`config.mk`:
```
export PLATFORM = sky130hd
export DESIGN_NAME = dlsc_dma_command_sequencer
export DESIGN_NICKNAME = d
export VERILOG_FILES = /design/src/rtl/dlsc_dma_command_sequencer.sv
export SDC_FILE = /design/constraint.sdc
export NUM_CORES = 1
export LEC_CHECK = 0
export BUFFER_PORTS_ARGS = -buffer_cell sky130_fd_sc_hd__buf_4
export CORE_ASPECT_RATIO = 1.1
export CORE_UTILIZATION = 45
export CTS_CLUSTER_DIAMETER = 150
export DETAILED_ROUTE_END_ITERATION = 7
export PLACE_DENSITY = 0.76
export RECOVER_POWER = 50
export SLEW_MARGIN = 0
export SYNTH_ARGS = -nofsm -noshare
export SYNTH_HDL_FRONTEND = slang
export SYNTH_SLANG_ARGS = --single-unit
export TNS_END_PERCENT = 50
```
`constraint.sdc`:
```
create_clock -name clk -period 1.65 [get_ports clk]
set_input_delay 0.33 -clock clk [delete_from_list [all_inputs] [get_ports clk]]
set_output_delay 0.33 -clock clk [all_outputs]
set_load 0.03 [all_outputs]
```
`src/rtl/dlsc_dma_command_sequencer.sv`:
```
// DMA command sequencer: fetches two-word {address, length} commands from a
// shared read/write command FIFO pair and presents them on independent
// valid/ready channels. Zero-length commands are popped and dropped.
`timescale 1ns/1ps

module dlsc_dma_command_sequencer #(
  parameter int LENB = 32
) (
  input  logic            clk,
  input  logic            rst_n,
  output logic            cmd_sel,
  output logic            cmd_pop,
  output logic            cmd_lsb,
  input  logic [31:0]     cmd_rd_data,
  input  logic            cmd_stall,
  input  logic            frd_empty,
  input  logic            fwr_empty,
  output logic            rd_cmd_valid,
  input  logic            rd_cmd_ready,
  output logic [31:0]     rd_cmd_addr,
  output logic [LENB-1:0] rd_cmd_len,
  output logic            wr_cmd_valid,
  input  logic            wr_cmd_ready,
  output logic [31:0]     wr_cmd_addr,
  output logic [LENB-1:0] wr_cmd_len,
  output logic            cmd_drop
);

  typedef enum logic [1:0] {ST_IDLE, ST_REQ_LO, ST_REQ_HI, ST_CAP} state_t;

  state_t            state_q, state_d;
  logic              chan_q, chan_d;
  logic              last_q, last_d;
  logic [31:0]       lo_q, lo_d;
  logic              rd_valid_q, rd_valid_d;
  logic [31:0]       rd_addr_q, rd_addr_d;
  logic [LENB-1:0]   rd_len_q, rd_len_d;
  logic              wr_valid_q, wr_valid_d;
  logic [31:0]       wr_addr_q, wr_addr_d;
  logic [LENB-1:0]   wr_len_q, wr_len_d;

  logic elig_rd, elig_wr, len_zero;

  // A channel may be fetched only when it has a command and its output slot is free.
  assign elig_rd  = !frd_empty && !rd_valid_q;
  assign elig_wr  = !fwr_empty && !wr_valid_q;
  // During CAP the FIFO shows the hi word; only its low LENB bits are the length.
  assign len_zero = (cmd_rd_data[LENB-1:0] == '0);

  // State register: FSM state and selected channel.
  // NOTE: sequential state uses non-blocking assignments so every flop samples pre-edge values.
  always_ff @(posedge clk or negedge rst_n) begin
    if (!rst_n) begin
      state_q <= ST_IDLE;
      chan_q  <= 1'b0;
    end else begin
      state_q <= state_d;
      chan_q  <= chan_d;
    end
  end

  // Next-state logic: round-robin channel choice in IDLE, stall-aware fetch sequence.
  // NOTE: every always_comb output gets a default first so no latch is inferred.
  always_comb begin
    state_d = state_q;
    chan_d  = chan_q;
    case (state_q)
      ST_IDLE: begin
        if (elig_rd && elig_wr) begin
          chan_d  = !last_q;
          state_d = ST_REQ_LO;
        end else if (elig_rd) begin
          chan_d  = 1'b0;
          state_d = ST_REQ_LO;
        end else if (elig_wr) begin
          chan_d  = 1'b1;
          state_d = ST_REQ_LO;
        end
      end
      ST_REQ_LO: if (!cmd_stall) state_d = ST_REQ_HI;
      ST_REQ_HI: if (!cmd_stall) state_d = ST_CAP;
      ST_CAP:    state_d = ST_IDLE;
      default:   state_d = ST_IDLE;
    endcase
  end

  // FSM outputs: FIFO select, word select and pop, plus the drop pulse.
  always_comb begin
    cmd_sel  = chan_q;
    cmd_lsb  = (state_q == ST_REQ_HI);
    cmd_pop  = (state_q == ST_REQ_HI);
    cmd_drop = (state_q == ST_CAP) && len_zero;
  end

  // Datapath next values: address latch, arbitration history, output channels.
  always_comb begin
    lo_d       = lo_q;
    last_d     = last_q;
    rd_valid_d = rd_valid_q && !rd_cmd_ready;
    rd_addr_d  = rd_addr_q;
    rd_len_d   = rd_len_q;
    wr_valid_d = wr_valid_q && !wr_cmd_ready;
    wr_addr_d  = wr_addr_q;
    wr_len_d   = wr_len_q;
    // The lo word is visible while the hi word is being addressed.
    if (state_q == ST_REQ_HI && !cmd_stall) lo_d = cmd_rd_data;
    if (state_q == ST_CAP) begin
      last_d = chan_q;
      if (!len_zero) begin
        if (chan_q) begin
          wr_valid_d = 1'b1;
          wr_addr_d  = lo_q;
          wr_len_d   = cmd_rd_data[LENB-1:0];
        end else begin
          rd_valid_d = 1'b1;
          rd_addr_d  = lo_q;
          rd_len_d   = cmd_rd_data[LENB-1:0];
        end
      end
    end
  end

  // Datapath registers.
  // NOTE: datapath flops are reset too, because addr/len must read zero during reset.
  always_ff @(posedge clk or negedge rst_n) begin
    if (!rst_n) begin
      lo_q       <= '0;
      last_q     <= 1'b1;
      rd_valid_q <= 1'b0;
      rd_addr_q  <= '0;
      rd_len_q   <= '0;
      wr_valid_q <= 1'b0;
      wr_addr_q  <= '0;
      wr_len_q   <= '0;
    end else begin
      lo_q       <= lo_d;
      last_q     <= last_d;
      rd_valid_q <= rd_valid_d;
      rd_addr_q  <= rd_addr_d;
      rd_len_q   <= rd_len_d;
      wr_valid_q <= wr_valid_d;
      wr_addr_q  <= wr_addr_d;
      wr_len_q   <= wr_len_d;
    end
  end

  assign rd_cmd_valid = rd_valid_q;
  assign rd_cmd_addr  = rd_addr_q;
  assign rd_cmd_len   = rd_len_q;
  assign wr_cmd_valid = wr_valid_q;
  assign wr_cmd_addr  = wr_addr_q;
  assign wr_cmd_len   = wr_len_q;

endmodule

```
Yosys cells after proc, flatten, opt, wreduce, memory -nomap -nowiden. Index checks and enable logic that the tools add are counted.

Output and inout bits: 134. Bits in registers: 166. Word-level logic and storage cells: 55. Input port bits: 39.

Eq/ne operators: 6. Mux-type cells: 15. Bitwise logic cells: 2. Reductions and logical operators: 22.

Operator list (number): $logic_not A32 Y1 (1); $mux W2 (5); $mux W1 (9); $reduce_and A3 Y1 (3); $logic_not A1 Y1 (8); $pmux W2 S4 (1); $logic_and A1 B1 Y1 (7); $eq A2 B2 Y1 const B (2); $ne A2 B2 Y1 const B (2); $ne A4 B4 Y1 const B (1); $reduce_bool A3 Y1 (1); $eq A2 B1 Y1 const B (1); $logic_not A2 Y1 (1); $not A1 Y1 (2); $reduce_and A2 Y1 (1).

Depth between registers and ports, before layout. Gate-level depths: netlist of the first run.

Depth in word-level cells: 6. Mapped depth: 7. Mapped depth without buffers: 5.

Worst setup path before layout of the first run. Ideal clock, no wire load.

Kind: register to register. Start: reg state_q[0]. End: reg lo_q[21]. Setup time: 0.125 ns. Arrival: 1.767 ns. Required time: 1.525 ns. Clock period less this slack: 1.891 ns. Path buffers: 2. Stages on the path, launching flop included: 7. Setup slack: -0.241 ns. Cells stage by stage: dfrtp_1 inv_1 ha_1 nand2b_1 clkbuf_1 buf_1 mux2_2.

Word-level cells in the longest chain between the ends: 2.

Ends and longest elaborated chain: start, declared (line 31) `state_t state_q, state_d;`; start signal, assigned (line 57) `state_q <= state_d;`; $eq A2 B2 Y1; named net cmd_lsb (line 13) `output logic cmd_lsb,`; $logic_and A1 B1 Y1 (line 106) `if (state_q == ST_REQ_HI && !cmd_stall) lo_d = cmd_rd_data;`; end signal, assigned (line 136) `lo_q <= lo_d;`; end, declared (line 34) `logic [31:0] lo_q, lo_d;`.

The timed path passes the listed nets, and every way through them passes these cells. A chain may end at the register's enable or synchronous reset.

Final worst setup path of the first run.
Start: in cmd_rd_data[25]. End: out cmd_drop.

Word-level cells in the longest chain between the ends: 2.

Ends and longest elaborated chain: start, declared (line 14) `input logic [31:0] cmd_rd_data,`; $logic_not A32 Y1 (line 48) `assign len_zero = (cmd_rd_data[LENB-1:0] == '0);`; $logic_and A1 B1 Y1 (line 92) `cmd_drop = (state_q == ST_CAP) && len_zero;`; end, declared (line 26) `output logic cmd_drop`.

No other way between the ends.

==> results.txt, run 1 <==
----------------------------------------------------
[Die]
  Die height ... 126.6 um
  Floorplan die width ... 115.2 um
  Core Rows ... 45
  Die area ... 0.01458 mm^2
  Initial core utilization ... 46.00%
  Core outline area ... 0.01379 mm^2
  Number of top-level pins ... 173

[CTS]
  Clock latency at the later pin of the worst-skew pair ... 0.43 ns
  Root cell of the clock tree ... clkbuf_16
  TritonCTS clock tree ... built
  Clock buffer depth ... 2
  Clock edge transition at the registers on the reported setup and hold paths ... 0.06 ns
  H-tree depth reported by CTS ... 4
  Number of buffers created by CTS ... 17
  CTS Sinks ... 166

[Global route]
  Pin count of the biggest net entering global routing ... 44
  Vias in the first global route ... 4663
  Wire length of the first global-routing pass ... 26220 um
  Antenna violations before repair ... 0
  Total track usage ... 24.57%
  Remaining Overflow, GRT ... 0

[Timing]
  Slew of the pin with the lowest slew margin ... 1.132 ns
  Setup repair after global routing missed its margin ... yes
  Worst-case headroom to the max-slew limit ... 24.51%
  Final Hold Viols ... 0
  Setup violations, final ... 131
  Post-route minimum period ... 2.007 ns
  Achievable clock frequency ... 498.3 MHz
  TNS Setup ... -29.52 ns
  Ratio of final minimum period to clock period ... 121.6%
  Worst Skew ... 0.008718 ns
  Fin worst setup slack ... -0.3568 ns
  Count of final max-slew check failures ... 0

[Route]
  Detailed-route wire length ... 17640 um
  Initial DRT Pass Iterations ... 4
  DR DRC count ... 0
  Average routed wire per standard cell ... 20.95 um
  Per-cell via count in the routed design ... 5.040
  Initial detailed-routing violation count ... 152
  Remaining number of nets flagged by the antenna check after routing ... 0
  Number of vias in the routed layout ... 4244

[Place]
  Total instance count after detailed placement ... 782
  Last weighted congestion value of the routability-driven placer ... 0.7954
  HPWL after detailed placement ... 10420 um
  Port-buffer cells ... 172

[Setup path]
  Worst R2R Setup Slack ... -0.18 ns
  Critical path buffers and inverters ... 4
  Arrival time reported for the critical path endpoint ... 1.68 ns
  Setup Crit Path Kind ... in2out
  Top fanout value on the critical path ... 2
  Worst stage delay on the critical path ... 0.45 ns
  Delay-heaviest family, CP ... simple AND/OR/NAND/NOR gates
  Kind of end point of the critical path ... output pin
  Data required time at the worst endpoint ... 1.32 ns
  Library cell appearing most often on the critical path ... buf_4
  CP Cell Sequence ... buf_4, nor4_2, nand4_1, buf_4, buf_4, nor3_4, buf_6
  Critical-path top delay cell ... nor4_2
  Critical Path Source Type ... primary input

[Cells and area]
  Most common cell after layout, fill and taps aside ... buf_4
  Filler cell count in the final layout ... 856
  Filler-free cell count of the finished design ... 842
  Commonest cells after routing, fill and taps aside ... buf_4, dfrtp_1, mux2_4
  Ant diodes ... 0
  Syn-to-layout area delta ... 58.38%
  Proportion of layout cells with a drive suffix above 1 ... 69.42%
  Total Nets Final ... 686

[Synthesis]
  Post-synthesis cell type with the largest combined area ... dfrtp_1
  Count of distinct cell types in the synthesized netlist ... 23
  Sequential-to-total area share from yosys stat ... 65.48%
  Netlist Area Pre-Place ... 0.006346 mm^2
  Fraction of synthesized cell area taken by the top area cell type ... 65.06%
  Largest cells by area after synthesis ... dfrtp_1, mux2_2, mux2_1
  Post-synthesis sequential element count ... 166
  Mapped Cells ... 384
  Count of warnings emitted by yosys ... 0
  Syn nets ... 427
  Average instance area after synthesis ... 16.53 um^2

[Pwr]
  Peak supply drop ... 1.486 mV
  Pwr/cell area ... 2469 mW/mm^2
  Cell leakage power ... 0.005145 uW

[Run status]
  Run status ... complete, but fails checks
  Violated checks ... setup timing

[Job]
  Number of maximum-capacitance constraint violations ... 0

[Hold path]
  Path type of the worst min-delay path ... in2reg

----------------------------------------------------
## logic make-up (layout without fill, tap and decap cells)
family / after synthesis / after routing / share of synthesized area (%)
adder cells (fa/ha/maj): 4 / 4 / 0.7887
flip-flops: 166 / 166 / 65.48
AND/OR/NAND/NOR: 17 / 17 / 1.459
multiplexers: 162 / 162 / 28.75
AO/OA/AOI/OAI: 11 / 11 / 1.006
buffers and inverters: 24 / 294 / 2.524
## final timing paths
path                                 start         endpoint  cells after the start
max                        cmd_rd_data[25]         cmd_drop                      7
min                           wr_cmd_ready     wr_cmd_valid                      2
max reg2reg                     state_q[0]  rd_cmd_addr[31]                      8
min reg2reg                       lo_q[18]  wr_cmd_addr[18]                      1
max in group asynchronous            rst_n  wr_cmd_addr[22]                      3
min in group asynchronous            rst_n   wr_cmd_addr[0]                      2
## layer usage
metal	share of wire (%)	track usage (%)	vias up
met5	0	0	-
met4	2.2	9.855	0
met3	5.7	7.119	31
met2	52	41.21	134
met1	40	29.66	2193
li1	-	-	1886
## final cells by class
class	instances	area [um^2]	share of cell area, %
Sequential cell	166	4155	41.34
Tap cell	188	235.2	2.340
Multi-Input combinational cell	194	2601	25.88
Clock buffer	20	456.7	4.544
Timing Repair Buffer	259	2404	23.91
Clock inverter	10	177.7	1.768
Inverter	5	21.27	0.2116
## registers in the layout, summed over array words and instances (netlist names)
signal        cells
rd_cmd_valid      1
cmd_sel           1
lo_q             32
wr_cmd_addr      32
last_q            1
state_q           2
rd_cmd_addr      32
wr_cmd_valid      1
wr_cmd_len       32
rd_cmd_len       32
## cell usage after synthesis
library cell,n
inv_1,5
buf_1,3
nand4_1,2
o211ai_1,1
a21oi_1,2
nor2_1,4
buf_4,8
mux2_2,111
nand2_1,1
buf_2,2
ha_1,4
nor3_1,1
dfrtp_1,165
buf_6,5
nand2b_1,1
nor4_1,8
mux2_1,51
dfstp_2,1
clkbuf_1,1
o21ai_1,1
o21ai_0,5
a311oi_1,1
a211oi_1,1
## per-stage QoR
| step | worst slack, ns | area, um^2 | util [%] | total power [uW] | hold slack (ns) |
|---|---|---|---|---|---|
| after detailed placement | -0.7679 | 8341 | 60.46 | 17710 | 0.2701 |
| after global routing | -0.3984 | 10050 | 72.86 | 25800 | 0.04901 |
| after CTS | -0.3191 | 9920 | 71.91 | 24410 | 0.05607 |
| after floorplan | -0.1047 | 6389 | - | 13570 | 0.03441 |
| after global placement | -0.8122 | 8341 | 60.46 | 17390 | 0.2720 |
| final | -0.3568 | 10050 | 72.86 | 24810 | 0.06281 |
## repair_timing
item / 4_1_cts / 5_1_grt
hold buffers: 1 / 0
pin swaps: 9 / 0
endpoints found under the setup margin: 134 / 134
gates cloned: 10 / 3
endpoints found under the hold margin: 34 / 0
resized for setup: 132 / 42
setup buffers: 18 / 7
## worst reg2reg max path, stage by stage, from the launching register on
cell,delay [ns]
dfrtp_1,0.36
ha_1,0.23
inv_1,0.07
nor2_1,0.22
o21ai_4,0.12
buf_6,0.15
buf_12,0.13
buf_12,0.14
mux2_4,0.30
## report_power, final
group	internal [uW]	total [uW]	switching (uW)
sequential	6200	7650	1450
clock	2740	4270	1540
combinational	6590	12900	6300
total	15500	24800	9290
Note: power is estimated with default switching activity, not from simulation.
==> inputs of run 2 (changes only) <==
Settings changed: CORE_UTILIZATION 45 to 25, PLACE_DENSITY 0.76 to 0.49.
==> run 2 against run 1 <==
The flow still finishes with violations (setup timing); sequential share of layout area is 0.96 points higher; core utilization is 33 points lower; final cell count is 13% higher; die area is 78% higher.
==> results.txt, run 2 (synthesis results as in run 1) <==
----------------------------------------------------
[Timing]
  Final Hold Viols ... 0 (unchanged)
  Setup repair after global routing missed its margin ... yes
  Worst-case headroom to the max-slew limit ... 35.59% (+11 points)
  Worst Skew ... 0.009277 ns (+0.0005591 ns)
  Fin worst setup slack ... -0.2920 ns (+0.06477 ns)
  Minimum hold slack ... 0.07566 ns (+0.01285 ns)
  Setup violations, final ... 133 (+1.5%)
  Count of final max-slew check failures ... 0 (unchanged)
  Post-route minimum period ... 1.942 ns (-0.06477 ns)
  Slew of the pin with the lowest slew margin ... 0.9662 ns (-0.1661 ns)
  Ratio of final minimum period to clock period ... 117.7% (-3.9 points)
  Achievable clock frequency ... 514.9 MHz (+3.3%)
  TNS Setup ... -29.51 ns (+0.01140 ns)

[Route]
  DR DRC count ... 0 (unchanged)
  Average routed wire per standard cell ... 18.86 um (-10%)
  Per-cell via count in the routed design ... 4.364 (-13%)
  Number of vias in the routed layout ... 4150 (-2.2%)
  Initial detailed-routing violation count ... 82 (-46%)
  Remaining number of nets flagged by the antenna check after routing ... 0 (unchanged)
  Initial DRT Pass Iterations ... 4 (unchanged)
  Detailed-route wire length ... 17940 um (+1.7%)

[Setup path]
  Library cell appearing most often on the critical path ... buf_4
  Critical Path Source Type ... primary input
  Setup Crit Path Kind ... in2reg
  Origin of the worst setup path ... cmd_rd_data[10]
  Arrival time reported for the critical path endpoint ... 2.24 ns (+0.56 ns)
  CP Cell Sequence ... buf_8, nor4_4, buf_4, nand4_1, buf_4, o211ai_1, buf_6, clkbuf_16, mux2_4
  End of the worst register-to-register path ... rd_cmd_len[8]
  Worst R2R Setup Slack ... -0.07 ns (+0.11 ns)
  Top fanout value on the critical path ... 8 (+6)
  Critical-path top delay cell ... nor4_4
  FF-to-FF path depth ... 7 (-1)
  Worst stage delay on the critical path ... 0.35 ns (-0.10 ns)
  Data required time at the worst endpoint ... 1.95 ns (+0.63 ns)
  Kind of end point of the critical path ... flop
  FF-to-FF Start ... state_q[1]
  End of the critical path ... wr_cmd_len[2]

[CTS]
  CTS Sinks ... 166 (unchanged)
  Number of buffers created by CTS ... 17 (unchanged)
  Clock buffer depth ... 2 (unchanged)
  Root cell of the clock tree ... clkbuf_16
  H-tree depth reported by CTS ... 4 (unchanged)
  TritonCTS clock tree ... built
  Clock edge transition at the registers on the reported setup and hold paths ... 0.06 ns (about the same)
  Clock latency at the later pin of the worst-skew pair ... 0.42 ns (about the same)

[Place]
  Last weighted congestion value of the routability-driven placer ... 0.7138 (-10%)
  HPWL after detailed placement ... 11390 um (+9.2%)
  Port-buffer cells ... 172 (unchanged)
  Dpl ws ... -0.7768 ns (-0.008958 ns)

[Pwr]
  Peak supply drop ... 1.019 mV (-31%)
  Pwr/cell area ... 2392 mW/mm^2 (-3.1%)
  Cell leakage power ... 0.004872 uW (-5.3%)

[Cells and area]
  Filler cell count in the final layout ... 2320 (+170%)
  Most common cell after layout, fill and taps aside ... buf_4
  Area used by sequential logic in the layout ... 0.004155 mm^2 (unchanged)
  Proportion of layout cells with a drive suffix above 1 ... 68.64% (-0.78 points)
  Commonest cells after routing, fill and taps aside ... buf_4, dfrtp_1, mux2_4
  Syn-to-layout area delta ... 54.77%
  Multi-input gate area ... 0.002481 mm^2 (-4.6%)
  Total Nets Final ... 672 (-2.0%)
  Ant diodes ... 0 (unchanged)

[Die]
  Core Rows ... 60 (+33%)
  Core outline area ... 0.02470 mm^2 (+79%)
  Die height ... 169.1 um (+34%)
  Number of top-level pins ... 173 (unchanged)
  Floorplan die width ... 153.9 um (+34%)
  Die area ... 0.02603 mm^2 (+78%)
  Initial core utilization ... 25.69% (-20 points)

[Global route]
  Wire length of the first global-routing pass ... 26110 um (-0.42%)
  Total track usage ... 13.28% (-11 points)
  Vias in the first global route ... 4478 (-4.0%)
  Remaining Overflow, GRT ... 0 (unchanged)
  Antenna violations before repair ... 0 (unchanged)
  Pin count of the biggest net entering global routing ... 47 (+6.8%)

[Run status]
  Violated checks ... setup timing
  Run status ... complete, but fails checks

[Job]
  Number of maximum-capacitance constraint violations ... 0 (unchanged)

[Hold path]
  Hold path start ... wr_cmd_ready
  Path type of the worst min-delay path ... in2reg

----------------------------------------------------
run 2: power breakdown:
part | switching, uW | internal [uW] | total, uW
registers | 1310 | 6190 | 7500
logic | 6060 | 5940 | 12000
clock network | 1710 | 2290 | 3990
run 2: area by class of cell:
type | count | area share [%]
repair buffers | 245 | 22.31
well taps | 310 | 3.949
clock buffers | 18 | 4.471
inverters | 5 | 0.2166
flip-flops and latches | 166 | 42.31
clock inverters | 13 | 1.490
multi-input cells | 194 | 25.26
run 2: routing by layer:
| metal | up-vias | GRT usage [%] | wire length (um) |
|---|---|---|---|
| li1 | 1856 | - | - |
| met1 | 2181 | 16.61 | 8216 |
| met2 | 102 | 22.33 | 8787 |
| met3 | 11 | 3.123 | 709 |
| met4 | 0 | 4.826 | 222 |
| met5 | - | 0 | 0 |
run 2: worst min path at each step:
| stage | endpoint | slack [ns] | cells past startpoint |
|---|---|---|---|
| final | wr_cmd_valid | 0.08 | 2 |
| after global routing | wr_cmd_valid | 0.07 | 2 |
| after CTS | wr_cmd_valid | 0.05 | 2 |
| after detailed placement | wr_cmd_addr[2] | 0.27 | 1 |
| after global placement | lo_q[2] | 0.26 | 1 |
| after floorplan | cmd_sel | 0.03 | 0 |
run 2: timing repair:
action / CTS / global route
gates resized for setup: 48 / 76
hold endpoints to repair: 29 / 0
hold buffers: 1 / 0
cloned: 3 / 8
setup endpoints to repair: 133 / 134
pin swaps: 3 / 4
buffers inserted: 4 / 2
run 2: stage by stage:
step | utilization (%) | cell area (um^2) | cells | power [uW]
after floorplan | - | 6389 | 384 | 13570
after global placement | 34.33 | 8478 | 902 | 17550
after detailed placement | 34.33 | 8478 | 902 | 17810
after CTS | 37.94 | 9371 | 941 | 22590
after global routing | 39.77 | 9822 | 951 | 24670
final | 39.77 | 9822 | 951 | 23490
run 2: worst max-delay path: cells and delay by family:
kind | cells | cell delay, ns
mux | 1 | 0.30
simple gates | 2 | 0.48
buf+inv | 5 | 0.89
compound gates | 1 | 0.23
==> inputs of run 3 (changes only) <==
Settings changed: ABC_AREA set to 1, CORE_MARGIN set to 2, HOLD_SLACK_MARGIN set to 0.02, PLACE_DENSITY 0.49 to 0.48.
==> run 3 against run 2 <==
The run now ends clean; synthesized cell count grew 83%; global-route usage is 2.2 points higher; critical path depth is 5 lower; routed wire length rose by 20%; worst setup slack improved by 0.31 ns; clock power is 3% higher; register-to-register slack improved by 0.16 ns; worst hold slack improved by 0.0036 ns; sequential share of layout area up 3.0 points; cell area shrank 6.6%; maximum frequency increased by 19%; largest cell class unchanged; largest power group unchanged.
==> results.txt, run 3 <==
----------------------------------------------------
[Synthesis]
  Mapped Cells ... 701 (+83%)
  Multiplexer fraction of the synthesized cell area ... 5.367% (-23 points)
  Share of the synthesized area in compound gates (AO/OA/AOI/OAI) ... 0.7454% (-0.26 points)
  Synth Flop Type ... dfrtp_1
  Syn nets ... 744 (+74%)
  Post-synthesis sequential element count ... 166 (unchanged)
  Count of distinct cell types in the synthesized netlist ... 20 (-13%)
  Synth Area in Simple Gates ... 26.80% (+25 points)
  Xor and xnor area share after synthesis ... 0% (unchanged)
  Post-synthesis cell type with the largest combined area ... dfrtp_1
  Most numerous cell in the Yosys netlist ... nand2_1
  Largest cells by area after synthesis ... dfrtp_1, nand2_1, nand3_1
  Average instance area after synthesis ... 9.578 um^2 (-42%)
  Fraction of synthesized cell area taken by the top area cell type ... 61.50% (-3.6 points)
  Post-synthesis share of cell area spent on full adders, half adders and majority gates ... 0.7454% (-0.043 points)
  Top cells by count, synth ... nand2_1, dfrtp_1, nand3_1, mux2_2, nor2_1
  Fraction of synthesis flops using an asynchronous set or reset pin ... 100.0% (unchanged)
  Number of enable flip-flop cells after synthesis ... 0 (unchanged)
  Sequential-to-total area share from yosys stat ... 61.89% (-3.6 points)
  Netlist Area Pre-Place ... 0.006714 mm^2 (+5.8%)
  Largest family of logic cells by synthesized area ... simple AND/OR/NAND/NOR gates
  Count of warnings emitted by yosys ... 0 (unchanged)

[Timing]
  Setup violations, final ... 0 (-100%)
  Count of final max-slew check failures ... 0 (unchanged)
  Worst-case headroom to the max-slew limit ... 43.40% (+7.8 points)
  Ratio of final minimum period to clock period ... 98.87% (-19 points)
  Setup repair after global routing missed its margin ... yes
  Minimum hold slack ... 0.07922 ns (+0.003562 ns)
  Slew of the pin with the lowest slew margin ... 0.8490 ns (-0.1172 ns)
  Worst Skew ... 0.01037 ns (+0.001096 ns)
  Post-route minimum period ... 1.631 ns (-0.3107 ns)
  Final Hold Viols ... 0 (unchanged)
  Achievable clock frequency ... 613.0 MHz (+19%)
  TNS Setup ... 0 ns (+29.51 ns)

[Setup path]
  Worst stage delay on the critical path ... 0.39 ns (+0.04 ns)
  Data required time at the worst endpoint ... 1.32 ns (-0.63 ns)
  CP Cell Sequence ... ha_2, inv_2, nor2_4, buf_6
  Setup Crit Path Kind ... reg2out
  Critical Path Source Type ... flop
  Top fanout value on the critical path ... 3 (-5)
  Critical-path top delay cell ... dfrtp_1
  Arrival time reported for the critical path endpoint ... 1.30 ns (-0.94 ns)
  Delay-heaviest family, CP ... flip-flops
  Kind of end point of the critical path ... output pin
  Critical path buffers and inverters ... 2 (-3)

[Route]
  DR DRC count ... 0 (unchanged)
  Remaining number of nets flagged by the antenna check after routing ... 0 (unchanged)
  Initial DRT Pass Iterations ... 4 (unchanged)
  Number of vias in the routed layout ... 5540 (+33%)
  Average routed wire per standard cell ... 16.92 um (-10%)
  Per-cell via count in the routed design ... 4.373 (+0.20%)
  Detailed-route wire length ... 21440 um (+20%)
  Initial detailed-routing violation count ... 267 (+230%)

[CTS]
  Clock buffer depth ... 2 (unchanged)
  Clock latency at the later pin of the worst-skew pair ... 0.43 ns (about the same)
  H-tree depth reported by CTS ... 4 (unchanged)
  TritonCTS clock tree ... built
  CTS Sinks ... 166 (unchanged)
  Root cell of the clock tree ... clkbuf_16
  Number of buffers created by CTS ... 17 (unchanged)
  Clock edge transition at the registers on the reported setup and hold paths ... 0.06 ns (about the same)

[Global route]
  Pin count of the biggest net entering global routing ... 71 (+51%)
  Antenna violations before repair ... 0 (unchanged)
  Vias in the first global route ... 5526 (+23%)
  Met1 capacity usage during global routing ... 21.72% (+5.1 points)
  Total track usage ... 15.47% (+2.2 points)
  Met2 usage ... 23.38% (+1.0 points)
  Met3 track demand over resource ... 3.235% (+0.11 points)
  Layer with the highest usage after global routing ... met2
  Remaining Overflow, GRT ... 0 (unchanged)
  Wire length of the first global-routing pass ... 33280 um (+27%)

[Place]
  HPWL after detailed placement ... 14840 um (+30%)
  Port-buffer cells ... 172 (unchanged)
  Last weighted congestion value of the routability-driven placer ... 0.7768 (+8.8%)
  Placement Cell Area ... 0.008735 mm^2 (+3.0%)
  Total instance count after detailed placement ... 1230 (+36%)

[Die]
  Floorplan die width ... 160.3 um (+4.1%)
  Core outline area ... 0.02630 mm^2 (+6.5%)
  Die area ... 0.02818 mm^2 (+8.3%)
  Number of top-level pins ... 173 (unchanged)
  Die height ... 175.9 um (+4.0%)
  Core Rows ... 62 (+3.3%)
  Initial core utilization ... 25.53% (-0.16 points)

[Cells and area]
  Total Nets Final ... 945 (+41%)
  Proportion of layout cells with a drive suffix above 1 ... 27.21% (-41 points)
  Post-route cell area ... 0.009173 mm^2 (-6.6%)
  Most common cell after layout, fill and taps aside ... nand2_1
  Commonest cells after routing, fill and taps aside ... nand2_1, dfrtp_1, buf_4
  Syn-to-layout area delta ... 36.62%
  Filler-free cell count of the finished design ... 1267 (+33%)
  Ant diodes ... 0 (unchanged)

[Job]
  Number of maximum-capacitance constraint violations ... 0 (unchanged)

[Pwr]
  Pwr/cell area ... 2285 mW/mm^2 (-4.5%)
  Peak supply drop ... 0.6822 mV (-33%)
  Cell leakage power ... 0.004678 uW (-4.0%)

[Run status]
  Run status ... finished clean

[Hold path]
  Path type of the worst min-delay path ... in2reg

----------------------------------------------------
-- run 3: cell count changes after synthesis, sizes merged, moves of 4 or more --
cell	change
buf	+18
nand2	+274
nand3	+128
clkbuf	+9
inv	+4
nor2	+25
mux2	-130
nor4	-8
-- run 3: per-stage QoR --
| stage | util (%) | power [uW] | setup WS (ns) |
|---|---|---|---|
| 6_report | 34.88 | 20960 | 0.01861 |
| 3_3_place_gp | 33.21 | 17420 | -0.1837 |
| 4_1_cts | 35.83 | 21820 | -0.008213 |
| 2_1_floorplan | - | 13290 | 0.01878 |
| 3_5_place_dp | 33.21 | 17540 | -0.1918 |
| 5_1_grt | 34.88 | 22330 | -0.04372 |
-- run 3: cells by family (layout without fill, tap and decap cells) --
| logic type | Yosys count | in the layout |
|---|---|---|
| flops | 166 | 166 |
| simple gates | 435 | 435 |
| compound gates | 9 | 9 |
| mux | 32 | 32 |
| buf+inv | 55 | 269 |
| fa+ha+maj | 4 | 4 |
-- run 3: power breakdown --
part | switching, uW | total, uW | internal [uW] | leakage, uW
sequential | 1370 | 7410 | 6040 | 0.00206
combinational | 6280 | 9440 | 3160 | 0.00233
clock | 1730 | 4110 | 2380 | 0.000294
total | 9380 | 21000 | 11600 | 0.00468
-- run 3: cell type report --
cell class              instances  area, um^2
flip-flops and latches        166        4155
inverters                       9       33.78
well taps                     352       440.4
repair buffers                228        1578
clock inverters                12       141.4
clock buffers                  20       466.7
fillers                      2758       17130
multi-input cells             480        2357
-- run 3: layer usage --
metal / share of wire [%] / up-vias
met5: 0 / -
met4: 3.0 / 0
met3: 4.0 / 31
met2: 45 / 138
met1: 48 / 2703
li1: - / 2668
-- run 3: repair_timing --
item	CTS	global route
hold endpoints to repair	17	0
resized for setup	11	11
hold buffers	1	0
setup endpoints to repair	3	3
pin swaps	2	4
buffers inserted	4	0
gates cloned	0	0
-- run 3: worst paths after layout --
kind                              start             end  slack (ns)  cells after the start
setup / recovery             state_q[0]        cmd_drop        0.02                      4
hold / removal             rd_cmd_ready    rd_cmd_valid        0.08                      2
setup reg to reg             state_q[1]        lo_q[23]        0.09                      5
hold reg to reg                  last_q          last_q        0.46                      2
max in group asynchronous         rst_n  wr_cmd_len[13]        0.28                      3
min in group asynchronous         rst_n  wr_cmd_len[29]        0.30                      2
-- run 3: worst register-to-register path, cell delays in order (launching register included) --
cell and delay, ns:
dfrtp_1 0.39, clkbuf_1 0.14, ha_4 0.19, nand2_2 0.11, buf_4 0.23, mux2_2 0.37
